`config.mk`:
```
export PLATFORM = sky130hd
export DESIGN_NAME = demux1to4_16bit_buf
export DESIGN_NICKNAME = d
export VERILOG_FILES = /design/src/rtl/demux1to4_16bit_buf_pkg.sv /design/src/rtl/demux1to4_16bit_buf_chan_fifo.sv /design/src/rtl/demux1to4_16bit_buf.sv
export SDC_FILE = /design/constraint.sdc
export NUM_CORES = 1
export LEC_CHECK = 0
export ABC_AREA = 1
export CELL_PAD_IN_SITES_DETAIL_PLACEMENT = 0
export CELL_PAD_IN_SITES_GLOBAL_PLACEMENT = 2
export CORE_AREA = 2 2 132 134
export CTS_CLUSTER_DIAMETER = 150
export CTS_CLUSTER_SIZE = 10
export DETAILED_ROUTE_END_ITERATION = 16
export DIE_AREA = 0 0 134 136
export PLACE_DENSITY_LB_ADDON = 0.2
export SETUP_SLACK_MARGIN = 0.3
export SLEW_MARGIN = 20
export SYNTH_ARGS = -nofsm -noshare
export SYNTH_HDL_FRONTEND = slang
export SYNTH_SLANG_ARGS = --single-unit
```
`constraint.sdc`:
```
create_clock -name clk -period 3 [get_ports clk]
set_clock_uncertainty 0.15 [all_clocks]
set_input_delay 0.6 -clock clk [delete_from_list [all_inputs] [get_ports clk]]
set_output_delay 0.6 -clock clk [all_outputs]
set_load 0.03 [all_outputs]
```
`src/rtl/demux1to4_16bit_buf_pkg.sv`:
```
// Shared constants and helpers for the buffered 1-to-4 demux.
// Defaults for word width and per-channel FIFO depth, plus the select decoder.
package demux1to4_16bit_buf_pkg;

    localparam int DEF_WIDTH = 16;
    localparam int DEF_DEPTH = 2;
    localparam int NUM_CHAN  = 4;
    localparam int SEL_W     = 2;

    function automatic logic [NUM_CHAN-1:0] sel_onehot(input logic [SEL_W-1:0] sel);
        return NUM_CHAN'(1) << sel;
    endfunction

endpackage

```
`src/rtl/demux1to4_16bit_buf_chan_fifo.sv`:
```
// Per-channel FIFO: DEPTH entries, power-of-two pointers, registered occupancy.
// Latency: a pushed word is visible on head_data after the push edge.
// Backpressure: push is ignored when full and pop is ignored when empty; full does not consider a same-cycle pop.
module demux_chan_fifo
    import demux1to4_16bit_buf_pkg::*;
#(
    parameter int WIDTH = DEF_WIDTH,
    parameter int DEPTH = DEF_DEPTH
) (
    input  logic             clk,
    input  logic             rst_n,
    input  logic             push,
    input  logic [WIDTH-1:0] push_data,
    input  logic             pop,
    output logic [WIDTH-1:0] head_data,
    output logic             empty,
    output logic             full
);

    localparam int AW = $clog2(DEPTH);
    localparam int CW = AW + 1;

    logic [WIDTH-1:0] mem [DEPTH];
    logic [AW-1:0]    wrptr;
    logic [AW-1:0]    rdptr;
    logic [CW-1:0]    count;
    logic             push_ok;
    logic             pop_ok;

    assign empty   = (count == '0);
    assign full    = (count == CW'(DEPTH));
    assign push_ok = push && !full;
    assign pop_ok  = pop && !empty;

    always_ff @(posedge clk) begin
        if (!rst_n) begin
            wrptr <= '0;
            rdptr <= '0;
            count <= '0;
        end else begin
            if (push_ok) wrptr <= wrptr + AW'(1);
            if (pop_ok)  rdptr <= rdptr + AW'(1);
            case ({push_ok, pop_ok})
                2'b10:   count <= count + CW'(1);
                2'b01:   count <= count - CW'(1);
                default: count <= count;
            endcase
        end
    end

    // Storage is not reset; occupancy alone decides what is valid.
    always_ff @(posedge clk) begin
        if (push_ok && rst_n) mem[wrptr] <= push_data;
    end

    assign head_data = empty ? '0 : mem[rdptr];

endmodule

```
`src/rtl/demux1to4_16bit_buf.sv`:
```
// Buffered 1-to-4 demux: each input word is steered by in_sel into one of four FIFOs.
// Latency: one cycle from acceptance to out_valid/out_data on the selected channel.
// Backpressure: in_ready = !full[in_sel], independent of out_ready; each channel drains on its own handshake.
module demux1to4_16bit_buf
    import demux1to4_16bit_buf_pkg::*;
#(
    parameter int WIDTH = DEF_WIDTH,
    parameter int DEPTH = DEF_DEPTH
) (
    input  logic                clk,
    input  logic                rst_n,
    input  logic                in_valid,
    output logic                in_ready,
    input  logic [WIDTH-1:0]    in_data,
    input  logic [SEL_W-1:0]    in_sel,
    output logic [NUM_CHAN-1:0] out_valid,
    input  logic [NUM_CHAN-1:0] out_ready,
    output logic [WIDTH-1:0]    out_data0,
    output logic [WIDTH-1:0]    out_data1,
    output logic [WIDTH-1:0]    out_data2,
    output logic [WIDTH-1:0]    out_data3
);

    logic [NUM_CHAN-1:0] full;
    logic [NUM_CHAN-1:0] empty;
    logic [NUM_CHAN-1:0] push_vec;
    logic [NUM_CHAN-1:0] pop_vec;
    logic [WIDTH-1:0]    head [NUM_CHAN];

    assign in_ready  = !full[in_sel];
    assign push_vec  = (in_valid && in_ready) ? sel_onehot(in_sel) : '0;
    assign out_valid = ~empty;
    assign pop_vec   = out_valid & out_ready;

    for (genvar k = 0; k < NUM_CHAN; k++) begin : g_chan
        demux_chan_fifo #(
            .WIDTH (WIDTH),
            .DEPTH (DEPTH)
        ) u_fifo (
            .clk       (clk),
            .rst_n     (rst_n),
            .push      (push_vec[k]),
            .push_data (in_data),
            .pop       (pop_vec[k]),
            .head_data (head[k]),
            .empty     (empty[k]),
            .full      (full[k])
        );
    end

    assign out_data0 = head[0];
    assign out_data1 = head[1];
    assign out_data2 = head[2];
    assign out_data3 = head[3];

endmodule

```
# == After elaboration in Yosys (flattened, before gate mapping) ==
# Memories as Yosys holds them, arrays and structs flattened. A register that Yosys moved wholly into a read port is not among the register bits.
# Cells that the tools add are included.
# W data, S select, Z words.
# op_classes
n_reduce_logical,30
bitwise_logic,2
order_cmp,1
addsub,16
shift,1
mux,27
eq_ne,12
# op_table
op,n
$mux W16,4
$mux W1,17
$eq A2 B2 Y1 const B,8
$pmux W2 S2,4
$logic_and A1 B1 Y1,13
$logic_not A1 Y1,9
$add A1 B1 Y1 const B,8
$add A2 B1 Y2 const B,4
$eq A2 B1 Y1 const B,4
$logic_not A2 Y1,4
$reduce_bool A2 Y1,4
$sub A2 B1 Y2 const B,4
$and A4 B4 Y4,1
$mux W4,1
$not A4 Y4,1
$shl A1 B2 Y4 const A,1
$lt A2 B3 Y1 const B,1
$bmux W1 S2,1
# word_totals
wordCells,105
mem_bits_rw,128
inputBits,25
n_memories,4
register_bits,16
out_inout_bits,69
# mem_list
memory,words,width,rd,rd_ports_with_merged_regs,write_ports,line,source
g_chan[0].u_fifo.mem,2,16,1,1,1,demux1to4_16bit_buf_chan_fifo.sv:23,logic [WIDTH-1:0] mem [DEPTH];
g_chan[1].u_fifo.mem,2,16,1,1,1,demux1to4_16bit_buf_chan_fifo.sv:23,
g_chan[2].u_fifo.mem,2,16,1,1,1,demux1to4_16bit_buf_chan_fifo.sv:23,
g_chan[3].u_fifo.mem,2,16,1,1,1,demux1to4_16bit_buf_chan_fifo.sv:23,

# == Depth between registers and ports, before layout ==
# Gate-level depths: netlist (run 1).
# depth
word_depth,10
depth_mapped,11
depth_no_buf,11

# == Hierarchy ==
# A second synthesis (run 1) with hierarchy kept.
# unflattened
cells_unflattened,525
hier_area_um2,5952.0
# by_module_without_submodules
module,n_inst,cells_each,area_each_um2
demux_chan_fifo,4,123,1451.4
demux1to4_16bit_buf,1,33,146.4

# == Worst setup path before layout (run 1) ==
# Ideal clock, no wire load.
# synth_path
path_type,input to register
startpoint,input port in_sel[1]
endpoint,"memory g_chan[2].u_fifo.mem[1][0] in the netlist's numbering, enable pin"
path_buffers,0
stages,7
required_time_ns,2.462
setup_ns,0.388
path_slack_ns,0.487
t_arrival_ns,1.974
path_cell_list,inv_1 -> nor2_1 -> nand2_1 -> nand2_1 -> nor2_4 -> nand3_2 -> nor2_1
# synth_via
elab_chain_cells,9
word_cells_on_any_way,10
cone_classes,shift: 1; mux: 5; reduce/logical: 4
# synth_rtl
element,line,source
from (decl),demux1to4_16bit_buf.sv:15,"input logic [SEL_W-1:0] in_sel,"
$bmux W1 S2,demux1to4_16bit_buf.sv:30,assign in_ready = !full[in_sel];
$mux W1 (not written as such),demux1to4_16bit_buf.sv:30,
$logic_not A1 Y1,demux1to4_16bit_buf.sv:30,
named net in_ready,demux1to4_16bit_buf.sv:13,"output logic in_ready,"
$logic_and A1 B1 Y1,demux1to4_16bit_buf.sv:31,assign push_vec = (in_valid && in_ready) ? sel_onehot(in_sel) : '0;
$mux W4,demux1to4_16bit_buf.sv:31,
$logic_and A1 B1 Y1,demux1to4_16bit_buf_chan_fifo.sv:32,assign push_ok = push && !full;
$logic_and A1 B1 Y1,demux1to4_16bit_buf_chan_fifo.sv:53,if (push_ok && rst_n) mem[wrptr] <= push_data;
$mux W1,demux1to4_16bit_buf_chan_fifo.sv:53,
$mux W1 (not written as such),demux1to4_16bit_buf_chan_fifo.sv:53,
to (decl),demux1to4_16bit_buf_chan_fifo.sv:23,
# The timed path passes the listed nets, and every way through them passes these cells. The select of a mux whose other input is x is not followed.

# == Worst setup path after layout (run 1) ==
# layout_path
startpoint,input port in_sel[1]
endpoint,output port in_ready
# layout_via
elab_chain_cells,3
# layout_rtl
element,line
$bmux W1 S2,demux1to4_16bit_buf.sv:30
$mux W1 (not written as such),demux1to4_16bit_buf.sv:30
$logic_not A1 Y1,demux1to4_16bit_buf.sv:30
to (decl),demux1to4_16bit_buf.sv:13
# Every way passes these cells. The select of a mux whose other input is x is not followed.

==> results of run 1 <==
## area by class of cell
class,instances,area [sq um],area share
clock inverter,15,236,0.0305
tap,225,282,0.0363
timing repair buffer,124,1130,0.145
multi-input combinational,286,1310,0.169
clock buffer,17,425,0.0549
sequential,148,4240,0.548
inverter,31,128,0.0165
## worst reg2reg max path, delay by kind of cell (launching register included)
| family | cells | cell delay, ns |
|---|---|---|
| and+or+nand+nor | 5 | 0.49 |
| AOI/OAI and AO/OA | 4 | 0.45 |
| DFF | 1 | 0.44 |
| adders and majority gates | 1 | 0.33 |
| buffers and inverters | 1 | 0.13 |
## kinds of logic (layout without fill, tap and decap cells)
| family | after synthesis | count (layout) | synth area share |
|---|---|---|---|
| compound gates | 96 | 96 | 0.0836 |
| xor+xnor | 2 | 2 | 0.00305 |
| fa+ha+maj | 4 | 4 | 0.00871 |
| buf+inv | 49 | 187 | 0.0348 |
| flops | 148 | 148 | 0.739 |
| simple gates | 184 | 184 | 0.131 |
## power by group through the flow
| stage | clock network (W) | registers (W) | logic [W] |
|---|---|---|---|
| after detailed placement | 0 | 0.00238 | 0.00111 |
| final | 0.00234 | 0.00234 | 0.00107 |
| after floorplan | 0 | 0.00237 | 0.000639 |
| after CTS | 0.00238 | 0.00234 | 0.00105 |
| after global routing | 0.00246 | 0.00234 | 0.00117 |
| after global placement | 0 | 0.00237 | 0.00110 |
## how the worst max path moves through the flow
stage | start | end | slack (ns) | depth (start not counted)
finish | in_sel[1] | in_ready | 0.42 | 7
global route | in_sel[0] | in_ready | 0.30 | 7
CTS | flip-flop | out_data1[2] | 0.11 | 4
detailed placement | in_sel[0] | g_chan[3].u_fifo.count[1]$_SDFFE_PN0P_ | 0.17 | 12
global placement | in_sel[0] | g_chan[3].u_fifo.count[1]$_SDFFE_PN0P_ | 0.29 | 12
floorplan | in_sel[1] | g_chan[2].u_fifo.mem[1][0]$_DFFE_PP_ | 0.49 | 7
## cells in the mapped netlist
library cell  count
a21oi_1          82
buf_1             3
buf_2            13
clkbuf_1          2
dfxtp_1          20
edfxtp_1        128
ha_1              4
inv_1            31
nand2_1         152
nand3_1           2
nand3_2           2
nand4_1           6
nor2_1           17
nor2_2            1
nor2_4            4
o21ai_0          13
o21ai_1           1
xor2_1            2
## registers in the layout (all words and copies together), names as in the netlist, named ones only
signal / flops
g_chan.u_fifo.mem: 128
g_chan.u_fifo.wrptr: 4
g_chan.u_fifo.count: 8
g_chan.u_fifo.rdptr: 4
## metrics by stage
step                      utilization  setup slack (ns)  hold WS [ns]
after floorplan                     -             0.487         0.276
after global placement          0.413             0.290         0.286
after detailed placement        0.413             0.174         0.292
after CTS                       0.453             0.112         0.299
after global routing            0.459             0.300         0.315
final                           0.459             0.417         0.300
## cell usage in the layout, fill, tap and decap left out, drive strengths merged
cell           netlist  final
a21oi               82     82
buf                 16     32
bufinv               0      6
clkbuf               2     17
clkdlybuf4s15        0      1
clkdlybuf4s50        0     28
clkinv               0      5
clkinvlp             0      7
dfxtp               20     20
dlygate4sd2          0     58
dlymetal6s2s         0      5
edfxtp             128    128
ha                   4      4
inv                 31     28
nand2              152    152
nand3                4      4
nand4                6      6
nor2                22     22
o21ai               14     14
xor2                 2      2
## repair_timing
action	4_1_cts	5_1_grt
pin swaps	0	5
setup buffers	6	11
setup endpoints to repair	65	11
resized for setup	63	6
## per-layer routing
metal	GRT usage	wire [microns]	up-vias
met2	0.255	6780	80
met4	0.0544	164	0
met1	0.188	5770	1828
li1	-	-	1917
met3	0.0369	476	13
met5	0	0	-
==> summary.md, run 1 <==
| Metric | Value |
|---|---|
| Status | finished, final reports clean |
| Wire length after detailed routing | 13,200 microns |
| Vias per std cell | 4.54 |
| Pwr dens | 742 nW/um^2 |
| Cts bufs inserted | 17 |
| Leading cell types by total area after synthesis | edfxtp_1, nand2_1, a21oi_1 |
| Number of standard cells after synthesis | 483 |
| CP Class | primary input to output port |
| Overflow left after global routing | 0 |
| Hold Path Class | flip-flop to flip-flop |
| Layout cell share with drive strength beyond 1 | 0.116 |
| Number of max-capacitance violations reported | 0 |
| Number of setup violations in the final report | 0 |
| Launch instance of the worst min-delay path | g_chan[0].u_fifo.rdptr$_SDFFE_PN0P_ |
| Count of inserted antenna diode cells | 0 |
| Worst reg2reg setup slack | 0.89 ns |
| Highest clock rate | 387 MHz |
| Synth cell types | 18 |
| Number of nets still failing antenna checks after routing | 0 |
| Pin slew with the least headroom to its limit | 0.413 ns |
| Net count of the mapped netlist | 512 |
| Maximum fanout count along the critical path | 5 |
| Critical register-to-register path endpoint | g_chan[3].u_fifo.count[1]$_SDFFE_PN0P_ |
| Aggregate negative setup slack | 0 ns |
| Final Cell Area | 7750 sq um |
| Largest stage delay, worst path | 0.53 ns |
| Gate power share | 0.187 |
| Number of buffers inserted by port buffering | 93 |
| Total Die Area | 18,200 sq um |
| Cell total after placement | 797 |
| DRC Markers | 0 |
| Proportion of total power due to net switching | 0.270 |
| Fraction of the yosys area taken by sequential cells | 0.739 |
| Routed wirelength normalized by instance count | 15.6 microns |
| Share of the synthesized area in the top cell type | 0.669 |
| Clk_lat worst skew | 0.41 ns |
| Number of flip-flops and latches in the synthesized netlist | 148 |
| Finished Layout Cells | 846 |
| Critical Path Start Type | primary input |
| Starting density of the core | 0.340 |
| Net switching power figure | 0.00155 W |
| Placeable core area | 16,900 sq um |
| H-tree depth | 4 |
| Final min period | 2.58 ns |
| Horizontal die dimension | 134 microns |
| Cell area after synthesis | 5750 sq um |
| Reg-to-reg critical path startpoint | g_chan[0].u_fifo.count[0]$_SDFFE_PN0P_ |
| Pin count of the biggest net entering global routing | 18 |
| DRT Pass-1 Iters | 4 |
| Internal power | 0.00420 W |
| Cell with the most instances on the worst path | nand2_1 |
| CP arrival | 1.83 ns |
| Worst IR drop on VDD | 0.394 mV |
| Vias in the first global route | 3,709 |
| Critical Path End Type | output port |
| Post-route total power | 0.00575 W |
| Period Utilization, post-route | 0.861 |
| Destination of the worst hold path | g_chan[0].u_fifo.rdptr$_SDFFE_PN0P_ |
| Relative contribution of sequential cells to total power | 0.406 |
| Post-synthesis to final-layout area growth | 34.8% |
| Maximum count of clock buffers along a single path | 2 |
| Final HPWL from detailed placement | 8820 microns |
| Iteration-0 DRC count of the detailed router | 211 |
| Register clock-pin slew on the reported worst setup and hold paths | 0.06 ns |
| TritonCTS sink count | 148 |
| Total of warnings raised by yosys | 0 |
| Top-Level Pins | 94 |
| Die height | 136 microns |
| R2r worst-path depth | 11 |
| Max Transition Viols Final | 0 |
| Crit path max-delay cell type | clkdlybuf4s50_1 |
| Unrepaired setup endpoints after global routing | false |
| Cell leakage power | 3.22 nW |
| Fin. Hold Viols | 0 |
| Post-synthesis average cell area | 11.9 sq um |
| Cell taking the most area after synthesis | edfxtp_1 |
| Data required time of the worst path | 2.25 ns |
| Vias after detailed routing | 3,838 |
| Area post-placement | 6980 sq um |
| Crit path buf inv count | 3 |
| Power share of the clock group | 0.407 |
| First-pass GRT wire length | 20,300 microns |
| Global-route usage over all layers | 0.150 |
| Count of filler cells inserted in the layout | 1,555 |
| RD Place Congestion | 0.800 |
| Post-CTS Hold Fix Bufs | 0 |
| Final net count | 637 |
| Relative slew slack | 0.724 |
| Kind of cell adding the most delay to the critical path | buffers and inverters |
| Row count | 48 |
| Number of antenna violations at the first check in global routing | 0 |
| CTS tree | yes |
| Sequence of cells on the critical path | clkdlybuf4s50_1 -> inv_1 -> nor2_1 -> nand2_1 -> nand2_1 -> nor2_4 -> buf_4 |
| Hold Path Cell Cnt | 1 |
| Library cell used as clock root buffer | clkbuf_16 |
No activity file was read; power rests on OpenSTA's default activity.
==> run 2: changes to the inputs <==
==> constraint.sdc (replaced) <==
create_clock -name clk -period 2.8 [get_ports clk]
set_clock_uncertainty 0.15 [all_clocks]
set_input_delay 0.56 -clock clk [delete_from_list [all_inputs] [get_ports clk]]
set_output_delay 0.56 -clock clk [all_outputs]
set_load 0.03 [all_outputs]
==> run 2 against run 1 <==
Global-route usage increased by 0.12 points; worst setup slack got worse by 0.024 ns; sequential power increased by 8%; power increased by 2.0%; clock power decreased by 6%; non-clock buffer count decreased by 2; cell count decreased by 0.24%; largest cell class unchanged.
==> summary.md, run 2 (synthesis gave the netlist of run 1 again) <==
| Metric | Value |
|---|---|
| Wire length after detailed routing | 13,100 microns (-0.36%) |
| Starting density of the core | 0.340 (unchanged) |
| Period Utilization, post-route | 0.860 |
| Multi-input gate area | 1310 sq um (+0.19%) |
| First-pass GRT wire length | 20,400 microns (+0.78%) |
| Hold Path Class | flip-flop to flip-flop |
| Wire length on met1 | 5660 microns (-1.9%) |
| Pwr dens | 762 nW/um^2 (+2.7%) |
| Critical register-to-register path endpoint | g_chan[2].u_fifo.count[1]$_SDFFE_PN0P_ |
| Reg-to-reg critical path startpoint | g_chan[3].u_fifo.count[0]$_SDFFE_PN0P_ |
| Die height | 136 microns (unchanged) |
| Worst IR drop on VDD | 0.416 mV (+5.6%) |
| DRT Pass-1 Iters | 4 (unchanged) |
| Critical Path Start Type | flip-flop |
| Library cell used as clock root buffer | clkbuf_16 |
| CTS tree | yes |
| Placeable core area | 16,900 sq um (unchanged) |
| Row count | 48 (unchanged) |
| CP arrival | 1.70 ns (-0.13 ns) |
| Vias per std cell | 4.57 (+0.65%) |
| Final min period | 2.41 ns |
| DRC Markers | 0 (unchanged) |
| Unrepaired setup endpoints after global routing | false |
| CP Capture Point | out_data3[0] |
| Clk_lat worst skew | 0.41 ns (about the same) |
| Register clock-pin slew on the reported worst setup and hold paths | 0.05 ns (about the same) |
| Maximum fanout count along the critical path | 17 (+12) |
| Maximum count of clock buffers along a single path | 2 (unchanged) |
| Area taken by flip-flops and latches | 4250 sq um (about the same) |
| Highest clock rate | 415 MHz |
| Overflow left after global routing | 0 (unchanged) |
| Critical Path End Type | output port |
| Total Die Area | 18,200 sq um (unchanged) |
| Final net count | 635 (-0.31%) |
| CP Class | flip-flop to output port |
| Status | finished, final reports clean |
| Post-synthesis to final-layout area growth | 34.0% |
| Cts bufs inserted | 17 (unchanged) |
| R2r worst-path depth | 10 (-1) |
| Register with the highest flop count | g_chan.u_fifo.mem |
| Horizontal die dimension | 134 microns (unchanged) |
| Number of nets still failing antenna checks after routing | 0 (unchanged) |
| Commonest cells after routing, fill and taps aside | nand2_1, edfxtp_1, a21oi_1 |
| Max Transition Viols Final | 0 (unchanged) |
| Count of inserted antenna diode cells | 0 (unchanged) |
| Data required time of the worst path | 2.09 ns (-0.16 ns) |
| Relative slew slack | 0.720 (-0.00391) |
| Global-route usage over all layers | 0.152 (+0.00116) |
| Total met2 wirelength after detailed routing | 6690 microns (-1.2%) |
| Fin. Hold Viols | 0 (unchanged) |
| Worst reg2reg setup slack | 0.73 ns (-0.16 ns) |
| Detail Route met3 WL | 551 microns (+16%) |
| Most common cell after layout, fill and taps aside | nand2_1 |
| Number of max-capacitance violations reported | 0 (unchanged) |
| Count of filler cells inserted in the layout | 1,575 (+1.3%) |
| Pin slew with the least headroom to its limit | 0.419 ns (+0.00584 ns) |
| Cell leakage power | 3.07 nW (-4.7%) |
| RD Place Congestion | 0.783 (-2.2%) |
| Post-CTS Hold Fix Bufs | 0 (unchanged) |
| Iteration-0 DRC count of the detailed router | 311 (+47%) |
| Final HPWL from detailed placement | 8890 microns (+0.72%) |
| TritonCTS sink count | 148 (unchanged) |
| Number of flip-flops in the largest register | 128 (unchanged) |
| Registers with the most flip-flops | g_chan.u_fifo.mem x128, g_chan.u_fifo.count x8 |
| Vias after detailed routing | 3,854 (+0.42%) |
| Number of antenna violations at the first check in global routing | 0 (unchanged) |
| WHS | 0.304 ns (+0.00399 ns) |
| Top-Level Pins | 94 (unchanged) |
| Number of buffers inserted by port buffering | 93 (unchanged) |
| Vias in the first global route | 3,819 (+3.0%) |
| Layout cell share with drive strength beyond 1 | 0.165 (+0.0488) |
| Routed wirelength normalized by instance count | 15.6 microns (-0.12%) |
| H-tree depth | 4 (unchanged) |
| Pin count of the biggest net entering global routing | 18 (unchanged) |
| Topmost layer with routed signal wires | met4 |
| Aggregate negative setup slack | 0 ns (unchanged) |
| Number of setup violations in the final report | 0 (unchanged) |
-- run 2: cell types whose count changed in the layout (fill, tap and decap cells not counted), sizes merged --
cell	previous run	this run
dlygate4sd2	58	27
clkdlybuf4s18	0	1
clkinv	5	6
inv	28	30
clkinvlp	7	2
clkdlybuf4s50	28	25
bufinv	6	2
buf	32	34
clkdlybuf4s15	1	17
dlymetal6s2s	5	3
clkbuf	17	38
-- run 2: through the flow --
| step | utilization | setup slack, ns | cells | total power (W) | area, sq um |
|---|---|---|---|---|---|
| 6_report | 0.456 | 0.393 | 844 | 0.00587 | 7700 |
| 5_1_grt | 0.456 | 0.301 | 844 | 0.00612 | 7700 |
| 4_1_cts | 0.458 | 0.250 | 839 | 0.00594 | 7720 |
| 3_5_place_dp | 0.420 | 0.0534 | 800 | 0.00375 | 7090 |
| 3_3_place_gp | 0.420 | 0.127 | 800 | 0.00373 | 7090 |
| 2_1_floorplan | - | 0.327 | 483 | 0.00322 | 5750 |
-- run 2: area by class of cell --
class,instances,share of cell area
inverter,31,0.0156
multi-input combinational,286,0.170
tap,225,0.0366
clock buffer,23,0.0634
sequential,148,0.552
clock inverter,9,0.0132
timing repair buffer,122,0.150
-- run 2: routing by layer --
metal  vias to the layer above  GRT usage
met1                      1833      0.179
met4                         0     0.0585
met2                        89      0.265
met3                        18     0.0399
li1                       1914          -
met5                         -          0
-- run 2: report_power, final --
group / internal, W / leakage (nW) / switching [W] / total (W)
Combinational: 0.000379 / 1.46 / 0.000756 / 0.00114
Sequential: 0.00246 / 1.32 / 0.0000607 / 0.00252
Clock: 0.00140 / 0.293 / 0.000813 / 0.00221
-- run 2: worst max-delay path, stage by stage (launching register included) --
cell and delay, ns:
dfxtp_2 0.43, inv_1 0.09, buf_4 0.21, nand2_1 0.07, a21oi_1 0.16, clkdlybuf4s18_2 0.32
-- run 2: what timing repair did --
item                                    4_1_cts  5_1_grt
resized for setup                           102       48
setup buffers                                 7        5
pin swaps                                     3        1
hold endpoints to repair                      0        0
endpoints found under the setup margin       68       44
-- run 2: worst min-delay path by stage --
stage / startpoint / to / slack, ns / cells after the start
floorplan: g_chan[0].u_fifo.rdptr$_SDFFE_PN0P_ / flip-flop / 0.28 / 1
global placement: g_chan[1].u_fifo.rdptr$_SDFFE_PN0P_ / g_chan[1].u_fifo.rdptr$_SDFFE_PN0P_ / 0.29 / 1
detailed placement: g_chan[3].u_fifo.rdptr$_SDFFE_PN0P_ / flip-flop / 0.29 / 1
CTS: g_chan[3].u_fifo.rdptr$_SDFFE_PN0P_ / flip-flop / 0.30 / 1
global route: g_chan[1].u_fifo.rdptr$_SDFFE_PN0P_ / g_chan[1].u_fifo.rdptr$_SDFFE_PN0P_ / 0.33 / 1
finish: g_chan[3].u_fifo.rdptr$_SDFFE_PN0P_ / flip-flop / 0.30 / 1
==> run 3: changes to the inputs <==
--- a/config.mk
+++ b/config.mk
@@ -6,6 +6,7 @@
 export NUM_CORES = 1
 export LEC_CHECK = 0
 export ABC_AREA = 1
+export CAP_MARGIN = 15
 export CELL_PAD_IN_SITES_DETAIL_PLACEMENT = 0
 export CELL_PAD_IN_SITES_GLOBAL_PLACEMENT = 2
 export CORE_AREA = 2 2 132 134
==> results of run 3 <==
Same layout as run 2: the final DEF is identical, and so are final timing and power.
